$ cat config.mk
export PLATFORM = sky130hd
export DESIGN_NAME = pipe_stage_reg
export DESIGN_NICKNAME = d
export VERILOG_FILES = /design/src/rtl/pipe_pkg.sv /design/src/rtl/en_reg.sv /design/src/rtl/pipe_stage_reg.sv
export SDC_FILE = /design/constraint.sdc
export NUM_CORES = 1
export LEC_CHECK = 0
export BUFFER_PORTS_ARGS = -buffer_cell sky130_fd_sc_hd__buf_2
export CAP_MARGIN = 10
export CORE_MARGIN = 4
export CORE_UTILIZATION = 40
export CTS_BUF_LIST = sky130_fd_sc_hd__clkbuf_8
export DETAILED_ROUTE_END_ITERATION = 10
export GPL_TIMING_DRIVEN = 0
export PLACE_DENSITY_LB_ADDON = 0.15
export SLEW_MARGIN = 20
export SYNTH_ARGS = -nofsm -noshare
export SYNTH_HDL_FRONTEND = slang
export SYNTH_SLANG_ARGS = --single-unit
$ cat constraint.sdc
create_clock -name clk -period 2.6 [get_ports clk]
set_clock_uncertainty 0.2 [all_clocks]
set_input_delay 0.26 -clock clk [delete_from_list [all_inputs] [get_ports clk]]
set_output_delay 0.26 -clock clk [all_outputs]
set_load 0.05 [all_outputs]
$ cat src/rtl/pipe_pkg.sv
`default_nettype none
// ============================================================================
//  Module      : pipe_pkg
//  Description : Shared types for the pipeline register stage. The occupancy
//                count doubles as the control state encoding.
//  Revision    : 1.0 - initial release
// ============================================================================
package pipe_pkg;

    // Number of beats held by the stage; also the control state.
    typedef enum logic [1:0] {
        OCC_EMPTY = 2'd0,
        OCC_ONE   = 2'd1,
        OCC_FULL  = 2'd2
    } occ_t;

endpackage : pipe_pkg
`default_nettype wire

$ cat src/rtl/en_reg.sv
`default_nettype none
// ============================================================================
//  Module      : en_reg
//  Description : WIDTH-bit data register with asynchronous active-high reset
//                to RESET_VALUE, synchronous clear (wins over load) and load
//                enable.
//  Ports       : clk, reset  - clock, async active-high reset
//                clr         - synchronous clear to RESET_VALUE
//                en          - load d on the next rising edge
//                d / q       - data in / registered data out
//  Revision    : 1.0 - initial release
// ============================================================================
module en_reg #(
    parameter int               WIDTH       = 8,
    parameter logic [WIDTH-1:0] RESET_VALUE = '0
) (
    input  logic             clk,
    input  logic             reset,
    input  logic             clr,
    input  logic             en,
    input  logic [WIDTH-1:0] d,
    output logic [WIDTH-1:0] q
);

    logic [WIDTH-1:0] data_d;
    logic [WIDTH-1:0] data_q;

    always_comb begin
        data_d = data_q;
        if (clr) begin
            data_d = RESET_VALUE;
        end else if (en) begin
            data_d = d;
        end
    end

    always_ff @(posedge clk or posedge reset) begin
        if (reset) begin
            data_q <= RESET_VALUE;
        end else begin
            data_q <= data_d;
        end
    end

    assign q = data_q;

endmodule : en_reg
`default_nettype wire

$ cat src/rtl/pipe_stage_reg.sv
`default_nettype none
// ============================================================================
//  Module      : pipe_stage_reg
//  Description : Pipeline register stage with valid/ready handshake, optional
//                skid entry (SKID=1, registered in_ready) and synchronous
//                flush. One cycle latency, one beat per cycle throughput,
//                FIFO order.
//  Ports       : clk, reset            - clock, async active-high reset
//                flush                 - squash all held beats at the edge
//                in_valid/in_ready/in_data    - upstream handshake + payload
//                out_valid/out_ready/out_data - downstream handshake + payload
//                occ                   - number of beats held (0..2)
//  Revision    : 1.0 - initial release
// ============================================================================
module pipe_stage_reg
    import pipe_pkg::*;
#(
    parameter int               WIDTH       = 8,
    parameter logic [WIDTH-1:0] RESET_VALUE = '0,
    parameter int               SKID        = 1
) (
    input  logic             clk,
    input  logic             reset,
    input  logic             flush,
    input  logic             in_valid,
    output logic             in_ready,
    input  logic [WIDTH-1:0] in_data,
    output logic             out_valid,
    input  logic             out_ready,
    output logic [WIDTH-1:0] out_data,
    output logic [1:0]       occ
);

    occ_t             occ_d;
    occ_t             occ_q;
    logic             accept;
    logic             pop;
    logic             main_load;
    logic             main_from_skid;
    logic             skid_load;
    logic [WIDTH-1:0] main_d;
    logic [WIDTH-1:0] main_q;
    logic [WIDTH-1:0] skid_q;

    assign out_valid = (occ_q != OCC_EMPTY);
    assign accept    = in_valid & in_ready;
    assign pop       = out_valid & out_ready;

    // Next occupancy and register load strobes. With SKID=0, in_ready in
    // state ONE equals out_ready, so accept without pop cannot occur there and
    // the FULL branch is never reached.
    always_comb begin
        occ_d          = occ_q;
        main_load      = 1'b0;
        main_from_skid = 1'b0;
        skid_load      = 1'b0;
        case (occ_q)
            OCC_EMPTY: begin
                if (accept) begin
                    occ_d     = OCC_ONE;
                    main_load = 1'b1;
                end
            end
            OCC_ONE: begin
                if (accept && pop) begin
                    main_load = 1'b1;
                end else if (accept) begin
                    occ_d     = OCC_FULL;
                    skid_load = 1'b1;
                end else if (pop) begin
                    occ_d = OCC_EMPTY;
                end
            end
            OCC_FULL: begin
                if (pop) begin
                    occ_d          = OCC_ONE;
                    main_load      = 1'b1;
                    main_from_skid = 1'b1;
                end
            end
            default: occ_d = OCC_EMPTY;
        endcase
        // Flush discards everything, including a beat accepted this cycle;
        // the data registers are cleared by their own clear input.
        if (flush) begin
            occ_d = OCC_EMPTY;
        end
    end

    always_ff @(posedge clk or posedge reset) begin
        if (reset) begin
            occ_q <= OCC_EMPTY;
        end else begin
            occ_q <= occ_d;
        end
    end

    assign main_d = main_from_skid ? skid_q : in_data;

    en_reg #(
        .WIDTH       (WIDTH),
        .RESET_VALUE (RESET_VALUE)
    ) u_main (
        .clk   (clk),
        .reset (reset),
        .clr   (flush),
        .en    (main_load),
        .d     (main_d),
        .q     (main_q)
    );

    generate
        if (SKID != 0) begin : g_skid
            logic in_ready_d;
            logic in_ready_q;

            en_reg #(
                .WIDTH       (WIDTH),
                .RESET_VALUE (RESET_VALUE)
            ) u_skid (
                .clk   (clk),
                .reset (reset),
                .clr   (flush),
                .en    (skid_load),
                .d     (in_data),
                .q     (skid_q)
            );

            // Registered ready: derived from next occupancy so there is no
            // combinational path from out_ready to in_ready.
            assign in_ready_d = (occ_d != OCC_FULL);

            always_ff @(posedge clk or posedge reset) begin
                if (reset) begin
                    in_ready_q <= 1'b1;
                end else begin
                    in_ready_q <= in_ready_d;
                end
            end

            assign in_ready = in_ready_q;
        end else begin : g_no_skid
            logic unused_skid_load;

            assign unused_skid_load = skid_load;
            assign skid_q           = RESET_VALUE;
            assign in_ready         = ~out_valid | out_ready;
        end
    endgenerate

    assign out_data = main_q;
    assign occ      = occ_q;

endmodule : pipe_stage_reg
`default_nettype wire

# After elaboration in Yosys (flattened, before gate mapping)
# Index checks and enable logic that the tools add are counted.
[totals]
reg_bits = 19
[classes]
n_eq_ne = 3
n_reduce_logical = 5
mux = 19
bitwise = 2
[ops]
columns = ["op", "n"]
rows = [
  ["8-bit two-way mux", 5],
  ["2-bit two-way mux", 6],
  ["1-bit two-way mux", 6],
  ["2-bit one-hot mux with 3 select lines", 1],
  ["2-bit nonzero test", 3],
  ["1-bit one-hot mux with 3 select lines", 1],
  ["1-bit AND", 2],
  ["2-bit by 1-bit equality test with 1-bit output (second input constant)", 1],
  ["2-bit equality test (second input constant)", 1],
  ["2-bit zero test", 1],
  ["2-bit inequality test (second input constant)", 1],
  ["1-bit logical AND", 1],
]

# Depth between registers and ports, before layout
[logic_depth]
word_depth = 8
mapped_depth = 6
mapped_depth_nobuf = 4

# Cells and area by module
# A second synthesis with hierarchy kept.
[hier_totals]
hier_cells = 81
hier_area_um2 = 939.7
[by_module_without_submodules]
columns = ["mod", "cells_per_inst", "area_each_um2", "seq_area_each_um2", "instances"]
rows = [
  ["en_reg", 27, 329.1, 200.2, 2],
  ["pipe_stage_reg", 27, 281.5, 76.3, 1],
]

# Least setup slack after synthesis
# Ideal clock, no wire load.
[synth_timing]
path_kind = "register to register"
start = "reg occ_q[1] (netlist: occ[1])"
end = "reg u_main.data_q[0] (netlist: u_main.q[0])"
arrival_ns = 1.800
path_buffers = 2
setup_time_ns = 0.125
path_stages_with_launch = 6
path_slack_ns = 0.476
period_less_slack_ns = 2.124
path_cell_list = "dfrtp_1 > buf_6 > and3b_1 > buf_6 > a211oi_4 > mux2_2"
[synth_between]
elab_chain_len = 7
elab_cells_between_ends = 14
classes_between = "eq/ne: 2; mux: 7; bitwise: 1; reduce/logical: 4"
[synth_lines]
columns = ["element", "line", "rtl"]
rows = [
  ["start, declared", "pipe_stage_reg.sv:35", "occ_t occ_q;"],
  ["start signal, assigned", "pipe_stage_reg.sv:92", "occ_q <= OCC_EMPTY;"],
  ["start signal, assigned", "pipe_stage_reg.sv:94", "occ_q <= occ_d;"],
  ["2-bit nonzero test", "pipe_stage_reg.sv:45", "assign out_valid = (occ_q != OCC_EMPTY);"],
  ["1-bit AND", "pipe_stage_reg.sv:47", "assign pop = out_valid & out_ready;"],
  ["1-bit two-way mux", "pipe_stage_reg.sv:75", "if (pop) begin"],
  ["1-bit two-way mux", "pipe_stage_reg.sv:57", "case (occ_q)"],
  ["8-bit two-way mux", "pipe_stage_reg.sv:98", "assign main_d = main_from_skid ? skid_q : in_data;"],
  ["8-bit two-way mux", "en_reg.sv:32", "end else if (en) begin"],
  ["8-bit two-way mux", "en_reg.sv:30", "if (clr) begin"],
  ["end signal, assigned", "en_reg.sv:41", "data_q <= data_d;"],
  ["end, declared", "en_reg.sv:26", "logic [WIDTH-1:0] data_q;"],
]
# Parallel ways exist; a longest one is shown, timed or not. The select of a mux whose other input is x is not followed.
# A chain may end at the register's enable or synchronous reset.

# Final worst setup path
[layout_timing]
start = "reg occ_q[1] (netlist: occ[1])"
end = "reg u_main.data_q[1] (netlist: u_main.q[1])"
# The elaborated chain is that of the path after synthesis.

==> out/qor_table.md <==
| Metric | Reported |
|:---|:---|
| Launch instance of the worst min-delay path | out_ready |
| Worst endpoint data arrival time | 1930 ps |
| Cell type with the highest aggregate area in the netlist | dfrtp_1 |
| Number of synthesized flops with an enable pin | 0 |
| Outcome | complete, no violations |
| Fin crit share | 76.5% |
| Critical path's largest stage delay | 440 ps |
| Width of the die | 55.1 um |
| Async SR Flop Fraction | 100% |
| Slew at the pin closest to its max-slew limit | 721 ps |
| Fmax | 503 MHz |
| Sw Ratio | 30.9% |
| Cell area after placement | 1040 um^2 |
| Starting density of the core | 43.4% |
| Post CTS Setup Buffer Count | 0 |
| Slowest cell on crit path | a211oi_4 |
| Total number of vias | 653 |
| Synth top area share | 50.8% |
| Required time of the critical path | 2550 ps |
| Portion of total power attributed to combinational logic | 21.5% |
| Chip Height | 55.1 um |
| Reg-to-Reg End | u_main.q[1] |
| Prevailing post-synth register cell | dfrtp_1 |
| Commonest non-fill, non-tap cell in the layout | buf_2 |
| CP max FO | 9 |
| Area of the die | 3030 um^2 |
| Total nets after synthesis | 92 |
| Count of input and output buffers | 24 |
| Internal power contribution | 465 uW |
| Sort of element at the end of the critical path | flip-flop |
| Final-report hold violation count | 0 |
| Max clock buf depth | 2 |
| Detailed-route DRC error count | 0 |
| Global route total overflow | 0 |
| Hold Crit Class | input pin to flip-flop |
| Critical R2R Launch | occ[1] |
| Number of clock sinks seen by CTS | 19 |
| Utilization after layout | 53.7% |
| Type of the setup path with the least slack | flip-flop to flip-flop |
| Final Routed Wirelength | 1.76 mm |
| Cells resized by post-CTS repair | 0 |
| Ratio of cells with drive above 1 in the final layout | 38.9% |
| Initial antenna violation count | 0 |
| Setup TNS | 0 ps |
| Depth of the worst register-to-register path | 5 |
| Pre-CTS WS | 612 ps |
| Antenna diode instance count | 0 |
| Final setup slack of the worst path | 612 ps |
| Number of routed nets with antenna violations | 0 |
| Detailed Place HPWL | 1.29 mm |
| Clock tree from TritonCTS | yes |
| Final design instance area without fill | 1100 um^2 |
| Core footprint | 2040 um^2 |
| Cell Rows | 16 |
| Number of maximum-capacitance violations | 0 |
| Final setup vio count | 0 |
| Synth Warn # | 0 |
| Hold-critical path endpoint | occ[1] |
| Number of I/O pins | 25 |
| CTS H-tree lvls | 1 |
| Setup crit start kind | flip-flop |
| Hold Worst Slack | 5.06 ps |
| Worst slew slack as a fraction of its limit | 51.9% |
| Drt via density | 4.84 |
| Net switching power | 208 uW |
| Number of library cell types mapped by synthesis | 21 |
| Synthesized instance count | 79 |
| RSZ-0062 raised after global routing | false |
| Max Transition Viols Final | 0 |
| Number of global-route vias before repair | 616 |
| Final net count | 122 |
| Layout area overhead | 23.7% |
| WL per Instance | 13.0 um |
| Cells on Worst Hold Path | 2 |
| Clock tree root buffer cell | clkbuf_8 |
| Leading cell types by total area after synthesis | dfrtp_1 51%, mux2_2 10%, a22o_1 7.9%, nand2_1 7.2%, a21oi_1 4.5% |
| Share of power burned in the clock network | 30.6% |
| Post-synthesis register bit count | 19 |
| First-pass GRT wire length | 2.75 mm |
| Cell Chain, Critical Path | buf_6 -> and3b_1 -> buf_6 -> a211oi_4 -> mux2_2 |
| Worst-case vdd ir drop | 516 uV |
| Most used cells in the layout excluding fill and tap cells | 24 x buf_2, 18 x dfrtp_1, 17 x nand2_1 |
| Avg Cell Area, Syn | 11.2 um^2 |
| Final weighted congestion in routability-driven placement | 0.725 |
| Register area share after synthesis | 53.8% |
| Most numerous cell on the critical path | buf_6 |
| First-pass iteration count of the detailed router | 4 |
| Combined area of all synthesized cells | 886 um^2 |
| Worst-skew pair later-pin latency | 260 ps |
| Share of total power in sequential cells | 47.9% |
| Power Dens Cells | 613 nW/um^2 |
| Final Critical Period | 1990 ps |
| Clock buffer count from CTS | 3 |
| Clock transition at path regs | 70 ps |
| Largest net degree at the start of global routing | 20 |
| Slack of the worst reg-to-reg path | 610 ps |
| GRT Total Usage | 13.0% |
| Number of violations reported at the end of detailed-routing iteration 0 | 16 |
| Leakage power | 0.550 nW |
==> flip-flops by register name, indices dropped and copies added (netlist names) <==
register,count
occ,2
u_main.q,8
in_ready,1
g_skid.u_skid.q,8
==> critical path: cells and delay by family, from the launching register on <==
family                 cells  cell delay, ps
buffers and inverters      2             280
muxes                      1             390
AOI/OAI and AO/OA          1             440
and+or+nand+nor            1             190
DFF                        1             390
==> cell type report <==
| cell class | instances | area (um^2) |
|---|---|---|
| plain buffers | 3 | 26.3 |
| well taps | 27 | 33.8 |
| repair buffers | 25 | 130 |
| clock inverters | 1 | 5.00 |
| clock buffers | 3 | 41.3 |
| fillers | 208 | 946 |
| inverters | 1 | 3.75 |
| multi-input cells | 56 | 379 |
| flip-flops and latches | 19 | 477 |
==> power groups by stage <==
stage                     sequential [mW]  clock, mW  combinational [mW]
after floorplan                     0.377          0              0.0564
final                               0.322      0.206               0.144
after detailed placement            0.327          0               0.145
after CTS                           0.322      0.209               0.146
after global placement              0.327          0               0.144
after global routing                0.324      0.220               0.155
==> through the flow <==
step | instances | total power, mW
6_report | 135 | 0.672
5_1_grt | 135 | 0.699
4_1_cts | 135 | 0.677
3_5_place_dp | 130 | 0.472
3_3_place_gp | 130 | 0.471
2_1_floorplan | 79 | 0.433
==> worst max path at each step <==
stage / start / endpoint / slack, ps
2_1_floorplan: occ[1] / u_main.q[0] / 480
3_3_place_gp: occ[1] / u_main.q[0] / 640
3_5_place_dp: occ[1] / u_main.q[4] / 610
4_1_cts: occ[1] / u_main.q[4] / 610
5_1_grt: occ[1] / u_main.q[4] / 550
6_report: occ[1] / u_main.q[1] / 610
==> Yosys cell counts, types with 2 or more instances <==
library cell / number
a21oi_1: 8
dfrtp_1: 18
a22o_1: 8
nand2_1: 17
nor3_1: 2
mux2_2: 8
nor2_1: 3
buf_6: 2
==> cells by family (layout without fill, tap and decap cells) <==
group                  count (synthesis)  count (layout)  synth area share (%)
multiplexers                           9               9                  11.3
AO/OA/AOI/OAI                         18              18                  15.5
AND/OR/NAND/NOR                       28              28                  15.0
XOR/XNOR                               1               1                 0.989
flip-flops                            19              19                  53.8
buffers and inverters                  4              33                  3.39
==> routing by layer <==
layer	GRT usage, %	part of all wire, %	vias to the layer above
li1	-	-	335
met1	18.5	53	298
met2	18.9	40	18
met3	5.09	7.1	2
met4	2.43	0.57	0
met5	0	0	-
==> timing repair <==
action | CTS | global route
hold buffers | 1 | 0
endpoints found under the hold margin | 18 | 0
setup endpoints to repair | 0 | 0
No activity file was read; power rests on OpenSTA's default activity.
